==> config.mk <==
export PLATFORM = sky130hd
export DESIGN_NAME = ask_sym_keyer
export DESIGN_NICKNAME = d
export VERILOG_FILES = /design/src/rtl/ask_pkg.sv /design/src/rtl/ask_bit_hold.sv /design/src/rtl/ask_sym_keyer.sv
export SDC_FILE = /design/constraint.sdc
export NUM_CORES = 1
export LEC_CHECK = 0
export ABC_AREA = 0
export BUFFER_PORTS_ARGS = -buffer_cell sky130_fd_sc_hd__clkbuf_2
export CORE_MARGIN = 2
export CORE_UTILIZATION = 40
export CTS_CLUSTER_DIAMETER = 60
export DETAILED_ROUTE_END_ITERATION = 16
export HOLD_SLACK_MARGIN = 0.05
export SYNTH_ARGS = -nofsm -noshare
export SYNTH_HDL_FRONTEND = slang
export SYNTH_SLANG_ARGS = --single-unit
==> constraint.sdc <==
create_clock -name clk -period 2.7 [get_ports clk]
set_input_delay 0.405 -clock clk [delete_from_list [all_inputs] [get_ports clk]]
set_output_delay 0.405 -clock clk [all_outputs]
set_load 0.005 [all_outputs]
==> src/rtl/ask_pkg.sv <==
// Shared types, defaults and the keying level function for the ASK symbol keyer.
package ask_pkg;

    typedef enum logic {
        IDLE = 1'b0,
        RUN  = 1'b1
    } ask_state_t;

    localparam int MPR  = 14;
    localparam int SPSW = 16;

    // Bit-0 level is an arithmetic attenuation; shifting by the full width or more
    // must give 0 rather than the sign fill, so that case is handled explicitly.
    function automatic logic signed [31:0] ask_level(input logic signed [31:0] sample,
                                                     input logic              bit_val,
                                                     input int                shift,
                                                     input int                width);
        if (bit_val)
            return sample;
        if (shift >= width)
            return '0;
        return sample >>> shift;
    endfunction

endpackage

==> src/rtl/ask_bit_hold.sv <==
// One-entry data-bit holding register with accept, boundary take and bypass.
module ask_bit_hold (
    input  logic clk,
    input  logic reset,
    input  logic clken,
    input  logic din_bit,
    input  logic din_valid,
    input  logic take,
    input  logic bypass_en,
    output logic din_ready,
    output logic accept,
    output logic hold_full,
    output logic hold_bit
);

    assign din_ready = !hold_full;
    assign accept    = din_valid & din_ready & clken;

    // A bit bypassed straight into the current symbol never occupies the register.
    always_ff @(posedge clk) begin
        if (reset) begin
            hold_full <= 1'b0;
            hold_bit  <= 1'b0;
        end else if (accept && !bypass_en) begin
            hold_full <= 1'b1;
            hold_bit  <= din_bit;
        end else if (take) begin
            hold_full <= 1'b0;
        end
    end

endmodule

==> src/rtl/ask_sym_keyer.sv <==
// Binary ASK keyer: gates NCO carrier samples by a serial bit stream, one bit per sps samples.
module ask_sym_keyer
    import ask_pkg::*;
#(
    parameter int mpr     = MPR,
    parameter int spsw    = SPSW,
    parameter int loshift = 14
) (
    input  logic            clk,
    input  logic            reset,
    input  logic            clken,
    input  logic [spsw-1:0] sps,
    input  logic            din_bit,
    input  logic            din_valid,
    output logic            din_ready,
    input  logic [mpr-1:0]  carrier_i,
    input  logic            carrier_vld,
    output logic [mpr-1:0]  ask_o,
    output logic            ask_valid,
    output logic            sym_strobe,
    output logic            underrun
);

    localparam logic [spsw-1:0] ONE = {{(spsw-1){1'b0}}, 1'b1};

    ask_state_t      state;
    logic [spsw-1:0] count;
    logic [spsw-1:0] sps_lat;
    logic            cur_bit;

    logic            sample_ev;
    logic            at_end;
    logic            boundary;
    logic            bypass_en;
    logic            take;
    logic            accept;
    logic            hold_full;
    logic            hold_bit;
    logic            next_bit;
    logic            key_bit;
    logic [spsw-1:0] sps_eff;
    logic signed [31:0] level;

    assign sample_ev = clken & carrier_vld;
    assign at_end    = (count == (sps_lat - ONE));
    assign boundary  = sample_ev & (((state == IDLE) & hold_full) | ((state == RUN) & at_end));
    assign bypass_en = sample_ev & (state == RUN) & at_end & !hold_full;
    assign take      = boundary & hold_full;
    assign sps_eff   = (sps == '0) ? ONE : sps;
    assign next_bit  = hold_full ? hold_bit : (accept ? din_bit : 1'b0);
    assign key_bit   = boundary ? next_bit : cur_bit;
    assign level     = ask_level(32'($signed(carrier_i)), key_bit, loshift, mpr);

    ask_bit_hold u_hold (
        .clk       (clk),
        .reset     (reset),
        .clken     (clken),
        .din_bit   (din_bit),
        .din_valid (din_valid),
        .take      (take),
        .bypass_en (bypass_en),
        .din_ready (din_ready),
        .accept    (accept),
        .hold_full (hold_full),
        .hold_bit  (hold_bit)
    );

    always_ff @(posedge clk) begin
        if (reset) begin
            state      <= IDLE;
            count      <= '0;
            sps_lat    <= ONE;
            cur_bit    <= 1'b0;
            ask_o      <= '0;
            ask_valid  <= 1'b0;
            sym_strobe <= 1'b0;
            underrun   <= 1'b0;
        end else if (clken) begin
            ask_valid  <= 1'b0;
            sym_strobe <= 1'b0;
            underrun   <= 1'b0;
            if (carrier_vld) begin
                case (state)
                    IDLE: begin
                        if (hold_full) begin
                            state      <= RUN;
                            cur_bit    <= hold_bit;
                            sps_lat    <= sps_eff;
                            count      <= '0;
                            ask_o      <= mpr'(level);
                            ask_valid  <= 1'b1;
                            sym_strobe <= 1'b1;
                        end
                    end
                    RUN: begin
                        ask_o     <= mpr'(level);
                        ask_valid <= 1'b1;
                        if (at_end) begin
                            // With no bit in hold or on the input a zero symbol is sent.
                            cur_bit    <= next_bit;
                            sps_lat    <= sps_eff;
                            count      <= '0;
                            sym_strobe <= 1'b1;
                            underrun   <= !hold_full & !accept;
                        end else begin
                            count <= count + ONE;
                        end
                    end
                    default: state <= IDLE;
                endcase
            end
        end
    end

endmodule

After elaboration in Yosys (flattened, before gate mapping)
Index checks and enable logic that the tools add are counted.
{ "classes": {"n_reduce_logical": 9, "mux": 32, "eq_ne": 3, "add_sub_neg": 2, "bitwise_logic": 13} }
{ "op_table": {"columns": ["operator", "count"], "rows": [
  ["$mux W16", 5],
  ["$pmux W16 S2", 2],
  ["$mux W14", 4],
  ["$pmux W14 S2", 1],
  ["$mux W1", 17],
  ["$add A16 B1 Y16 const B", 1],
  ["$eq A16 B16 Y1", 1],
  ["$logic_not A16 Y1", 1],
  ["$sub A16 B1 Y16 const B", 1],
  ["$and A1 B1 Y1", 11],
  ["$pmux W1 S2", 3],
  ["$ne A2 B1 Y1 const B", 2],
  ["$reduce_and A4 Y1", 1],
  ["$logic_not A1 Y1", 3],
  ["$reduce_and A3 Y1", 1],
  ["$reduce_and A2 Y1", 1],
  ["$reduce_bool A2 Y1", 1],
  ["$logic_and A1 B1 Y1", 1],
  ["$not A1 Y1", 1],
  ["$or A1 B1 Y1", 1]
]} }
{ "word_totals": {"output_inout_bits": 18, "in_bits": 36, "ff_bits": 53} }

Longest topological paths before layout
Gate-level depths: netlist (run 1).
{ "depth": {"depth_word": 12, "mapped_depth": 13, "mapped_depth_nobuf": 10} }

By module
From an unflattened synthesis (run 1), not the netlist that was laid out.
{ "hier_totals": {"cells_unflattened": 421, "hier_area_um2": 3329.4} }
{ "modules_own_cells": {"columns": ["mod", "cells_per_inst", "area_per_inst_um2", "instances", "seq_area_each_um2"], "rows": [
  ["ask_sym_keyer", 411, 3225.6, 1, 1021.0],
  ["ask_bit_hold", 10, 103.8, 1, 40.0]
]} }

Worst setup path after synthesis (run 1)
OpenSTA, ideal clock, no wires.
{ "synth_timing": {"path_type": "reg2reg", "from": "register sps_lat[0]", "to": "register cur_bit", "synth_period_minus_slack_ns": 2.654, "path_stages_with_launch": 12, "slack_ns": 0.046, "t_arrival_ns": 2.538, "required_time_ns": 2.584, "cell_sequence": "dfxtp_1 > inv_1 > ha_1 > or4b_1 > buf_2 > or4_4 > o21ai_2 > nand4b_1 > o21a_4 > nand2b_4 > buf_2 > a31o_2"} }
{ "synth_via": {"elab_chain_len": 4} }
{ "synth_lines": {"columns": ["element", "line", "source"], "rows": [
  ["start: declaration", "ask_sym_keyer.sv:28", "logic [spsw-1:0] sps_lat;"],
  ["start signal: assignment", "ask_sym_keyer.sv:88", "sps_lat <= sps_eff;"],
  ["start signal: assignment", "ask_sym_keyer.sv:101", "sps_lat <= sps_eff;"],
  ["$sub A16 B1 Y16", "ask_sym_keyer.sv:45", "assign at_end = (count == (sps_lat - ONE));"],
  ["$eq A16 B16 Y1", "ask_sym_keyer.sv:45", null],
  ["$ne A2 B1 Y1 (no source line)", null, null],
  ["$reduce_and A4 Y1 (no source line)", null, null],
  ["end signal: assignment", "ask_sym_keyer.sv:87", "cur_bit <= hold_bit;"],
  ["end signal: assignment", "ask_sym_keyer.sv:100", "cur_bit <= next_bit;"],
  ["end: declaration", "ask_sym_keyer.sv:29", "logic cur_bit;"]
]} }
No other way between the ends.
A chain may end at the register's enable or synchronous reset.

Worst setup path in the final report (run 1)
{ "layout_timing": {"from": "register sps_lat[0]", "to": "register sps_lat[3]"} }
{ "layout_via": {"elab_chain_len": 4} }
{ "layout_lines": {"columns": ["element", "line"], "rows": [
  ["$sub A16 B1 Y16", "ask_sym_keyer.sv:45"],
  ["$eq A16 B16 Y1", "ask_sym_keyer.sv:45"],
  ["$ne A2 B1 Y1 (no source line)", null],
  ["$reduce_and A4 Y1 (no source line)", null]
]} }
No other way between the ends.

==> results of run 1 <==
[cells by family after synthesis]
kind of cell    share of synthesized area, %
fa+ha+maj                              0.941
simple gates                            25.3
mux                                     1.60
compound gates                          18.9
buf+inv                                 3.81
xor+xnor                                9.55
flops                                   39.9
[worst max-delay path, cell delays in order (launching register included)]
cell and delay [ps]:
dfxtp_2 340, inv_2 80, ha_4 130, or4b_4 510, or4_4 440, o21ai_2 70, nand4b_1 160, o21a_4 280
nand2b_4 180, buf_8 150, a31o_2 230
[per-layer routing]
metal	vias to the layer above	wire, µm	share of wire (%)
met5	-	0	0
met3	6	358	5.4
met1	1144	3150	48
met4	0	82	1.2
li1	1240	-	-
met2	64	3020	46
[worst paths after layout]
kind         slack, ps               startpoint  cells after the start                 endpoint
min reg2reg        470    underrun$_SDFFE_PP0P_                      2    underrun$_SDFFE_PP0P_
min                310            carrier_i[13]                      2   ask_o[13]$_SDFFE_PP0P_
max reg2reg         40  sps_lat[0]$_SDFFE_PP1P_                     10  sps_lat[3]$_SDFFE_PP0P_
max                 40  sps_lat[0]$_SDFFE_PP1P_                     10  sps_lat[3]$_SDFFE_PP0P_
[state kept, by name, summed over array words and instances, names as in the netlist]
signal / flops
ask_o: 14
ask_valid: 1
count: 16
cur_bit: 1
sps_lat: 16
state: 1
sym_strobe: 1
u_hold.hold_bit: 1
u_hold.hold_full: 1
underrun: 1
[power by group through the flow]
stage	Clock (µW)	Sequential, µW	Combinational (µW)
2_1_floorplan	0	821	102
3_3_place_gp	0	825	179
3_5_place_dp	0	825	180
4_1_cts	669	807	182
5_1_grt	707	811	232
6_report	659	808	211
[final cells by class]
cell class              instances  area (µm²)  area share (%)
clock buffers                   5        68.8            1.99
clock inverters                 3        68.8            1.99
multi-input cells             232        1640            47.4
repair buffers                 77         502            14.5
flip-flops and latches         53        1060            30.8
inverters                       4        15.0           0.435
well taps                      77        96.3            2.79
[cell usage after synthesis, types with 2 or more instances]
cell type  instances
nor4_1             5
nor3_1            18
and2_1             2
a22o_1            16
nor2_1            29
inv_1              3
nand3_1            7
o21ai_0            7
a21oi_1           15
o31ai_1            2
clkbuf_1           8
buf_2              3
dfxtp_1           53
ha_1               2
nand4_1            6
a31o_2            11
nand2_1           33
o21ai_2            2
nor2b_1            2
buf_6              2
and3_1             4
buf_4              2
xor2_1            16
a211o_1            2
nor4b_1            5
nand4b_1           2
xnor2_1           13
a31oi_1            4
mux2i_1            2
nand3b_1           6
o211ai_1           2
nand2b_1           5
[through the flow]
step           cells  cell area [µm²]  total power, µW  setup TNS [ps]  setup WS, ps
6_report         451             3450             1680               0          36.4
3_3_place_gp     435             3080             1000            -292         -21.2
3_5_place_dp     435             3080             1000           -1250         -90.9
2_1_floorplan    305             2660              923               0          45.7
4_1_cts          444             3250             1660               0          15.9
5_1_grt          451             3450             1750            -676         -51.1
[timing repair]
action / 4_1_cts / 5_1_grt
resized for setup: 2 / 28
setup buffers: 1 / 9
pin swaps: 0 / 22
endpoints found under the setup margin: 17 / 47
==> impl_results.md, run 1 <==
* Clock-pin slew on the worst setup and hold paths at around 100 ps
* Async S/R FF share, synth at 0%
* Synth area leader: dfxtp_1
* Total wire length at 6620 µm
* GR peak layer: met2
* WP data required at between 2000 and 3000 ps
* I/O pin count at 54
* DR vias at roughly 2500
* Most frequent cells in the layout: clkbuf_2 (53), dfxtp_1 (51), nand2_1 (33)
* Gr ovfl total at 0
* Num CTS Buffers at 5
* Rows at 29
* H-tree depth at 2
* Area Growth Syn to Fin at 29.8%
* Grt met2 use at 28.3%
* Number of port buffers at 53
* Yosys top cell area share at 39.9%
* CP arrival at 2880 ps
* Fill count at 590
* Leakage power at 0.00141 µW
* PD cells at 486 nW/µm²
* Post-layout util at 54.0%
* Cell area after synthesis at roughly 2700 µm²
* Main area contributors after synthesis: dfxtp_1 (40%), a22o_1 (5.3%), xor2_1 (5.3%)
* Worst rel slew slack at 42.4%
* Worst Skew at ~4.2 ps
* Fin crit period at about 2700 ps
* Number of diodes at 0
* Final period util at 98.7%
* CTS max path bufs at 2
* Global-route usage over all layers at 18.5%
* Share of cells above drive strength 1 at approximately 30%
* Setup violators final at 0
* Seq pwr share at 48.2%
* Critical path type: reg2reg
* Max Fclk at 375 MHz
* P_int at ~1300 µW
* Startpoint Class: flop
* Initial antenna violation count at 0
* DR vias/cell at ~5.4
* Leading cell type in the layout, fill and taps excluded: clkbuf_2
* Global-route wire length before repair at 10900 µm
* Net Sw Frac at 24.4%
* RSZ-0062 raised after global routing: yes
* Ys Warns at 0
* CTS tree: done
* DR iter-0 viols at 101
* Worst hold path class: in2reg
* DIE AREA at 7320 µm²
* Worst-Skew Late Latency at 310 ps
* Max_cap viols at 0
* Syn_nets at ~340
* ANT nets after route at 0
* Drt pass-1 iters at 5
* Initial Util at 41.6%
* Setup crit end kind: flop
* Status: complete, no violations
* Chip Width at between 80 and 90 µm
* WL/cell at about 15 µm
* Worst hold margin at 308 ps
* Clk Tree Root Cell: clkbuf_8
* Seq/Total Area, Yosys at 39.9%
* Hold Buf Count CTS at 0
* Peak VDD IR at 0.000257 V
* Least-Margin Pin Slew at 860 ps
* CTS sink cnt at 53
* Die Ht at 85.5 µm
* Routability Congestion at 0.751
* Post-synth cell types at 48
* Dpl hpwl at about 4800 µm
* Core Region at 6390 µm²
* Critical path fanouts, max at 7
* Largest net degree at the start of global routing at 21
* Comb pwr share at 12.6%
* Final Max Slew Viols at 0
* Top FF cell, synth: dfxtp_1
* Post-synthesis area per instance at 8.72 µm²
* Sw Pwr at 409 µW
* DRC viols at 0
* Endpoints failing hold at 0
* EDFF count, synth at 0
* Clock power frac at 39.2%
* Yosys reg bits at 53
* Synth Instances at 305
* GR Util met1 at 26.2%
* Vias in the first global route at 2272
* Final #Nets at 411
* M3 GR Usage at 4.04%
(Power assumes the default switching activity.)
==> run 2: changes to the inputs <==
--- a/config.mk
+++ b/config.mk
@@ -9,6 +9,7 @@
 export BUFFER_PORTS_ARGS = -buffer_cell sky130_fd_sc_hd__clkbuf_2
 export CORE_MARGIN = 2
 export CORE_UTILIZATION = 40
+export CTS_BUF_LIST = sky130_fd_sc_hd__clkbuf_2
 export CTS_CLUSTER_DIAMETER = 60
 export DETAILED_ROUTE_END_ITERATION = 16
 export HOLD_SLACK_MARGIN = 0.05
==> run 2 against run 1 <==
Compared with the run above:
- the flow now finishes with violations (setup timing)
- final area fell by 2.1%
- sequential share of layout area rose by 0.65 points
- combinational power fell by 4%
- clock power fell by 20%
- register-to-register slack got worse by 60 ps
- critical endpoint is now sps_lat[12]$_SDFFE_PP0P_
- highest routed layer unchanged
==> impl_results.md, run 2 (synthesized netlist as in run 1, its figures left out) <==
* Peak VDD IR at 0.000236 V (-8.3%)
* Worst Skew at 7.39 ps (+3.16 ps)
* Drt pass-1 iters at 5 (unchanged)
* Critical path buffer and inverter count at 1 (-1)
* DP Area at 3080 µm² (unchanged)
* CTS sink cnt at 53 (unchanged)
* CP arrival at 3120 ps (+240 ps)
* DP Cell Count at 435 (unchanged)
* Hold endpoint: ask_o[12]$_SDFFE_PP0P_
* Fin crit period at 2730 ps (+64.0 ps)
* ANT nets after route at 0 (unchanged)
* Largest net degree at the start of global routing at 21 (unchanged)
* R2r endpoint: sps_lat[12]$_SDFFE_PP0P_
* H-tree depth at 2 (unchanged)
* Leakage power at 0.00137 µW (-2.4%)
* Routability Congestion at 0.751 (unchanged)
* Rows at 29 (unchanged)
* Gr ovfl total at 0 (unchanged)
* Endpoints failing hold at 0 (unchanged)
* Final Max Slew Viols at 0 (unchanged)
* Leading cell type in the layout, fill and taps excluded: clkbuf_2
* Worst-Skew Late Latency at 450 ps (+140 ps)
* Min-delay src: carrier_i[12]
* Initial Util at 41.6% (unchanged)
* Core Region at 6390 µm² (unchanged)
* Global-route usage over all layers at 18.5% (+0.020 points)
* Max Fclk at 367 MHz (-2.3%)
* Hold depth at 2 (unchanged)
* Cell family with most CP delay: simple AND/OR/NAND/NOR gates
* Worst hold path class: in2reg
* Final #Nets at 410 (-0.24%)
* Design area at 3380 µm² (-2.1%)
* PD cells at 456 nW/µm² (-6.2%)
* WL/cell at 14.7 µm (+0.53%)
* Initial antenna violation count at 0 (unchanged)
* Clock-pin slew on the worst setup and hold paths at 280 ps (+180 ps)
* DRC viols at 0 (unchanged)
* Least-Margin Pin Slew at 864 ps (+3.49 ps)
* Fill count at 608 (+3.1%)
* Num CTS Buffers at 5 (unchanged)
* Slowest cell on the critical path: or4b_4
* DR vias at 2436 (-0.73%)
* Setup crit end kind: flop
* Failing checks: setup timing
* R2r setup slk at -30 ps (-60 ps)
* Worst r2r src: sps_lat[0]$_SDFFE_PP1P_
* Chip Width at 85.5 µm (unchanged)
* DIE AREA at 7320 µm² (unchanged)
* Global-route wire length before repair at 10900 µm (unchanged)
* Peak per-stage delay on the critical path at 510 ps (about the same)
* CP cell instances: inv_2, ha_4, or4b_4, or4_4, o21ai_2, nand4b_1, o21a_4, nand2b_2, a31o_2
* Worst rel slew slack at 42.2% (-0.23 points)
* Hold Buf Count CTS at 0 (unchanged)
* Number of diodes at 0 (unchanged)
* CTS max path bufs at 2 (unchanged)
* Max_cap viols at 0 (unchanged)
* Largest regs: count (16), sps_lat (16), ask_o (14)
* Setup ws final at -27.5 ps (-64.0 ps)
* Status: complete, but fails checks
* I/O pin count at 54 (unchanged)
* Share of cells above drive strength 1 at 31.1% (+0.35 points)
* CTS tree: done
* Area Growth Syn to Fin at 27.1%
* Final period util at 101% (+2.4 points)
* Total wire length at 6640 µm (+0.30%)
* Vias in the first global route at 2257 (-0.66%)
* Number of port buffers at 53 (unchanged)
* Clk Tree Root Cell: clkbuf_2
* Dpl hpwl at 4800 µm (unchanged)
* DR iter-0 viols at 118 (+17%)
* Worst hold margin at 147 ps (-161 ps)
* Critical path type: reg2reg
* Post-route insts no fill at 450 (-0.22%)
* WP data required at 3100 ps (+180 ps)
* DR vias/cell at 5.41 (-0.51%)
* R2r worst-path depth at 9 (-1)
* RSZ-0062 raised after global routing: yes
* Setup violators final at 11 (+11)
* Die Ht at 85.5 µm (unchanged)
* Startpoint Class: flop
* Most frequent cells in the layout: clkbuf_2 (58), dfxtp_1 (51), nand2_1 (33)
* Critical path fanouts, max at 7 (unchanged)
==> run 2: final cells by class <==
class | count | area (µm²) | share of cell area [%]
inverters | 4 | 15.0 | 0.444
clock inverters | 3 | 68.8 | 2.04
repair buffers | 75 | 502 | 14.8
well taps | 77 | 96.3 | 2.85
multi-input cells | 233 | 1610 | 47.6
flip-flops and latches | 53 | 1060 | 31.5
clock buffers | 5 | 25.0 | 0.740
==> run 2: routing by layer <==
layer  track usage, %  routed length, µm  vias to the layer above
li1                 -                  -                     1240
met1             26.3               3160                     1127
met2             28.3               3020                       62
met3             4.04                371                        7
met4             5.63                 85                        0
met5                0                  0                        -
==> run 2: per-stage QoR <==
step / total power, µW / setup TNS [ps] / util (%) / worst slack [ps]
floorplan: 923 / 0 / - / 45.7
global placement: 1000 / -292 / 48.2 / -21.2
detailed placement: 1000 / -1250 / 48.2 / -90.9
CTS: 1530 / 0 / 50.2 / 11.8
global route: 1620 / -3070 / 52.9 / -113
finish: 1540 / -195 / 52.9 / -27.5
==> run 2: repair_timing <==
item,CTS,global route
resized for setup,2,23
setup endpoints to repair,21,49
setup buffers,1,9
pin swaps,0,25
gates cloned,0,2
hold endpoints to repair,0,0
==> run 2: report_power, final <==
group	internal, µW	total (µW)	switching, µW	leakage, µW
combinational	97.6	202	105	0.000892
clock	252	526	274	0.0000536
sequential	798	813	14.7	0.000428
total	1150	1540	394	0.00137
==> run 2: worst max path at each step <==
stage / startpoint / depth (start not counted) / endpoint / slack [ps]
2_1_floorplan: sps_lat[0]$_SDFFE_PP1P_ / 11 / cur_bit$_SDFFE_PP0P_ / 50
3_3_place_gp: sps_lat[0]$_SDFFE_PP1P_ / 10 / sps_lat[0]$_SDFFE_PP1P_ / -20
3_5_place_dp: sps_lat[0]$_SDFFE_PP1P_ / 9 / ask_o[9]$_SDFFE_PP0P_ / -90
4_1_cts: sps_lat[0]$_SDFFE_PP1P_ / 10 / sps_lat[7]$_SDFFE_PP0P_ / 10
5_1_grt: sps_lat[0]$_SDFFE_PP1P_ / 10 / sps_lat[6]$_SDFFE_PP0P_ / -110
6_report: sps_lat[0]$_SDFFE_PP1P_ / 9 / sps_lat[12]$_SDFFE_PP0P_ / -30
==> run 3: changes to the inputs <==
--- a/config.mk
+++ b/config.mk
@@ -5,13 +5,14 @@
 export SDC_FILE = /design/constraint.sdc
 export NUM_CORES = 1
 export LEC_CHECK = 0
-export ABC_AREA = 0
+export ABC_AREA = 1
 export BUFFER_PORTS_ARGS = -buffer_cell sky130_fd_sc_hd__clkbuf_2
 export CORE_MARGIN = 2
 export CORE_UTILIZATION = 40
 export CTS_BUF_LIST = sky130_fd_sc_hd__clkbuf_2
-export CTS_CLUSTER_DIAMETER = 60
+export CTS_CLUSTER_DIAMETER = 200
 export DETAILED_ROUTE_END_ITERATION = 16
+export GPL_ROUTABILITY_DRIVEN = 0
 export HOLD_SLACK_MARGIN = 0.05
 export SYNTH_ARGS = -nofsm -noshare
 export SYNTH_HDL_FRONTEND = slang
==> run 3 against run 2 <==
Compared with the run above:
- the flow now finishes without violations
- via count rose by 23%
- worst hold slack got worse by 13 ps
- clock skew rose by 17 ps
- sequential share of layout area fell by 0.88 points
- synthesized area rose by 14%
- register-to-register slack improved by 340 ps
- routed wire length rose by 15%
- largest power group unchanged
- first-iteration DRC count rose by 51%
- non-clock buffer count fell by 14
- clock-buffer cell count rose by 1
- cell count rose by 37%
- highest routed layer unchanged
- fmax rose by 14%
==> impl_results.md, run 3 <==
* Status: complete, no violations
* Top FF cell, synth: dfxtp_1
* Sum Neg Setup Slack at 0 ps (+195 ps)
* Worst hold path class: in2reg
* Least-Margin Pin Slew at 506 ps (-358 ps)
* Post-route insts no fill at 617 (+37%)
* Chip Width at 91.2 µm (+6.7%)
* Most frequent cell after synthesis: nand2_1
* CTS max path bufs at 2 (unchanged)
* Final period util at 88.5% (-13 points)
* Share of cells above drive strength 1 at 17.2% (-14 points)
* Critical path type: reg2reg
* Dpl hpwl at 6020 µm (+26%)
* Gr ovfl total at 0 (unchanged)
* Num CTS Buffers at 5 (unchanged)
* Global-route usage over all layers at 18.6% (+0.10 points)
* CTS tree: done
* Max Fclk at 418 MHz (+14%)
* # Post-CTS Setup Buffers at 0 (-1)
* Worst Skew at 24.0 ps (+16.6 ps)
* Post-Synth Simple-Gate Area at 40.5% (+15 points)
* Main combinational cell family by area after synthesis: simple AND/OR/NAND/NOR gates
* Leakage power at 0.00156 µW (+14%)
* Slowest cell on the critical path: dfxtp_1
* Post-Synth XOR/XNOR Area at 7.15% (-2.4 points)
* H-tree depth at 2 (unchanged)
* Worst rel slew slack at 66.0% (+24 points)
* Rows at 31 (+6.9%)
* RSZ-0062 raised after global routing: no
* Compound-Gate Fraction of Synth Area at 7.36% (-12 points)
* DR vias/cell at 4.85 (-10%)
* Die Ht at 91.2 µm (+6.7%)
* Final Max Slew Viols at 0 (unchanged)
* Hold Buf Count CTS at 0 (unchanged)
* Worst-Skew Late Latency at 460 ps (about the same)
* Final total power at 1410 µW (-8.5%)
* Peak VDD IR at 0.000185 V (-22%)
* ANT nets after route at 0 (unchanged)
* Fin crit period at 2390 ps (-338 ps)
* EDFF count, synth at 0 (unchanged)
* R2r worst-path depth at 15 (+6)
* Largest net degree at the start of global routing at 34 (+62%)
* Setup violators final at 0 (-11)
* DR vias at 2991 (+23%)
* Number of port buffers at 53 (unchanged)
* Yosys top cell area share at 34.9% (-5.0 points)
* Max_cap viols at 0 (unchanged)
* DRC viols at 0 (unchanged)
* Post-cts resize count at 0 (-2)
* WP data required at 3100 ps (about the same)
* Synth Instances at 463 (+52%)
* Yosys reg bits at 53 (unchanged)
* Critical path fanouts, max at 13 (+6)
* Async S/R FF share, synth at 0% (unchanged)
* Clk Tree Root Cell: clkbuf_2
* Core Region at 7290 µm² (+14%)
* Top cells by count, synth: nand2_1 (119), nor2_1 (65), inv_1 (55), dfxtp_1 (53), nand3_1 (44)
* Cell area after synthesis at 3040 µm² (+14%)
* Initial Util at 41.7% (+0.096 points)
* Leading cell type in the layout, fill and taps excluded: nand2_1
* WL/cell at 12.3 µm (-16%)
* DIE AREA at 8320 µm² (+14%)
* Most frequent cells in the layout: nand2_1 (119), nor2_1 (65), clkbuf_2 (59)
* Peak per-stage delay on the critical path at 380 ps (-130 ps)
* DP Cell Count at 609 (+40%)
* Total wire length at 7610 µm (+15%)
* Post-synth cell types at 37 (-23%)
* Post-synthesis area per instance at 6.57 µm² (-25%)
* DR iter-0 viols at 178 (+51%)
* CP arrival at 2790 ps (-330 ps)
* Hold depth at 3 (+1)
* Drt pass-1 iters at 4 (-1)
* Endpoints failing hold at 0 (unchanged)
* Number of diodes at 0 (unchanged)
* Clock-pin slew on the worst setup and hold paths at 290 ps (about the same)
* Vias in the first global route at 2779 (+23%)
* Initial antenna violation count at 0 (unchanged)
* Startpoint Class: flop
* I/O pin count at 54 (unchanged)
* Global-route wire length before repair at 12700 µm (+16%)
* Final #Nets at 555 (+35%)
* PD cells at 407 nW/µm² (-11%)
* Synth area leader: dfxtp_1
* Post-synthesis adder-cell area fraction at 0.822% (-0.12 points)
* CP cell instances: inv_1, ha_1, nand2_2, nor2_4, nand3b_1, nand2_1, nand3_1, nor2_1, nand3_2, nand2_4, nand2_4, nor3_4, buf_4, nand2_1, o21ai_1
* Mux contribution to synthesized area at 0% (-1.6 points)
* Area Growth Syn to Fin at 14.0%
* Setup crit end kind: flop
* Syn_nets at 501 (+46%)
* CTS sink cnt at 53 (unchanged)
* Ys Warns at 0 (unchanged)
* Seq/Total Area, Yosys at 34.9% (-5.0 points)
* Main area contributors after synthesis: dfxtp_1 (35%), nand2_1 (15%), nor2_1 (8.0%)
* Largest regs: count (16), sps_lat (16), ask_o (14)
==> run 3: logic make-up after synthesis <==
| group | count (synthesis) |
|---|---|
| adders and majority gates | 2 |
| buffers and inverters | 71 |
| DFF | 53 |
| xor gates and xnor gates | 24 |
| and+or+nand+nor | 270 |
| AOI/OAI and AO/OA | 43 |
==> run 3: layout make-up <==
| class | count | area [µm²] |
|---|---|---|
| Clock buffer | 6 | 30.0 |
| Clock inverter | 2 | 15.0 |
| Fill cell | 786 | 3820 |
| Inverter | 57 | 214 |
| Multi-Input combinational cell | 339 | 1700 |
| Sequential cell | 53 | 1060 |
| Tap cell | 99 | 124 |
| Timing Repair Buffer | 61 | 325 |
==> run 3: metrics by stage <==
step	utilization (%)	hold WS [ps]	worst slack, ps	area [µm²]
6_report	47.6	134	310	3470
5_1_grt	47.6	129	13.6	3470
4_1_cts	47.6	131	296	3470
3_5_place_dp	46.9	459	338	3420
3_3_place_gp	46.9	453	410	3420
2_1_floorplan	-	452	663	3040
==> run 3: per-layer routing <==
layer	part of all wire [%]	GRT usage [%]
met1	48	25.7
met2	45	29.6
met3	5.3	3.57
met4	1.7	5.43
met5	0	0
==> run 3: critical path: cells and delay by family, from the launching register on <==
family / cells / cell delay [ps]
adders and majority gates: 1 / 260
and+or+nand+nor: 11 / 1300
DFF: 1 / 380
buffers and inverters: 2 / 350
AOI/OAI and AO/OA: 1 / 70
==> run 3: power by group <==
| part | total [µW] | internal [µW] | switching [µW] |
|---|---|---|---|
| logic | 262 | 96.2 | 166 |
| clock network | 336 | 66.5 | 269 |
| registers | 813 | 799 | 13.6 |
| total | 1410 | 962 | 449 |
==> run 3: path summary, 6_finish.rpt <==
kind | start | to | slack, ps
worst max-delay path | sps_lat[0]$_SDFFE_PP1P_ | sps_lat[2]$_SDFFE_PP0P_ | 310
worst min-delay path | sps[1] | sps_lat[1]$_SDFFE_PP0P_ | 130
worst max register to register | sps_lat[0]$_SDFFE_PP1P_ | sps_lat[2]$_SDFFE_PP0P_ | 310
worst min register to register | ask_valid$_SDFFE_PP0P_ | ask_valid$_SDFFE_PP0P_ | 480
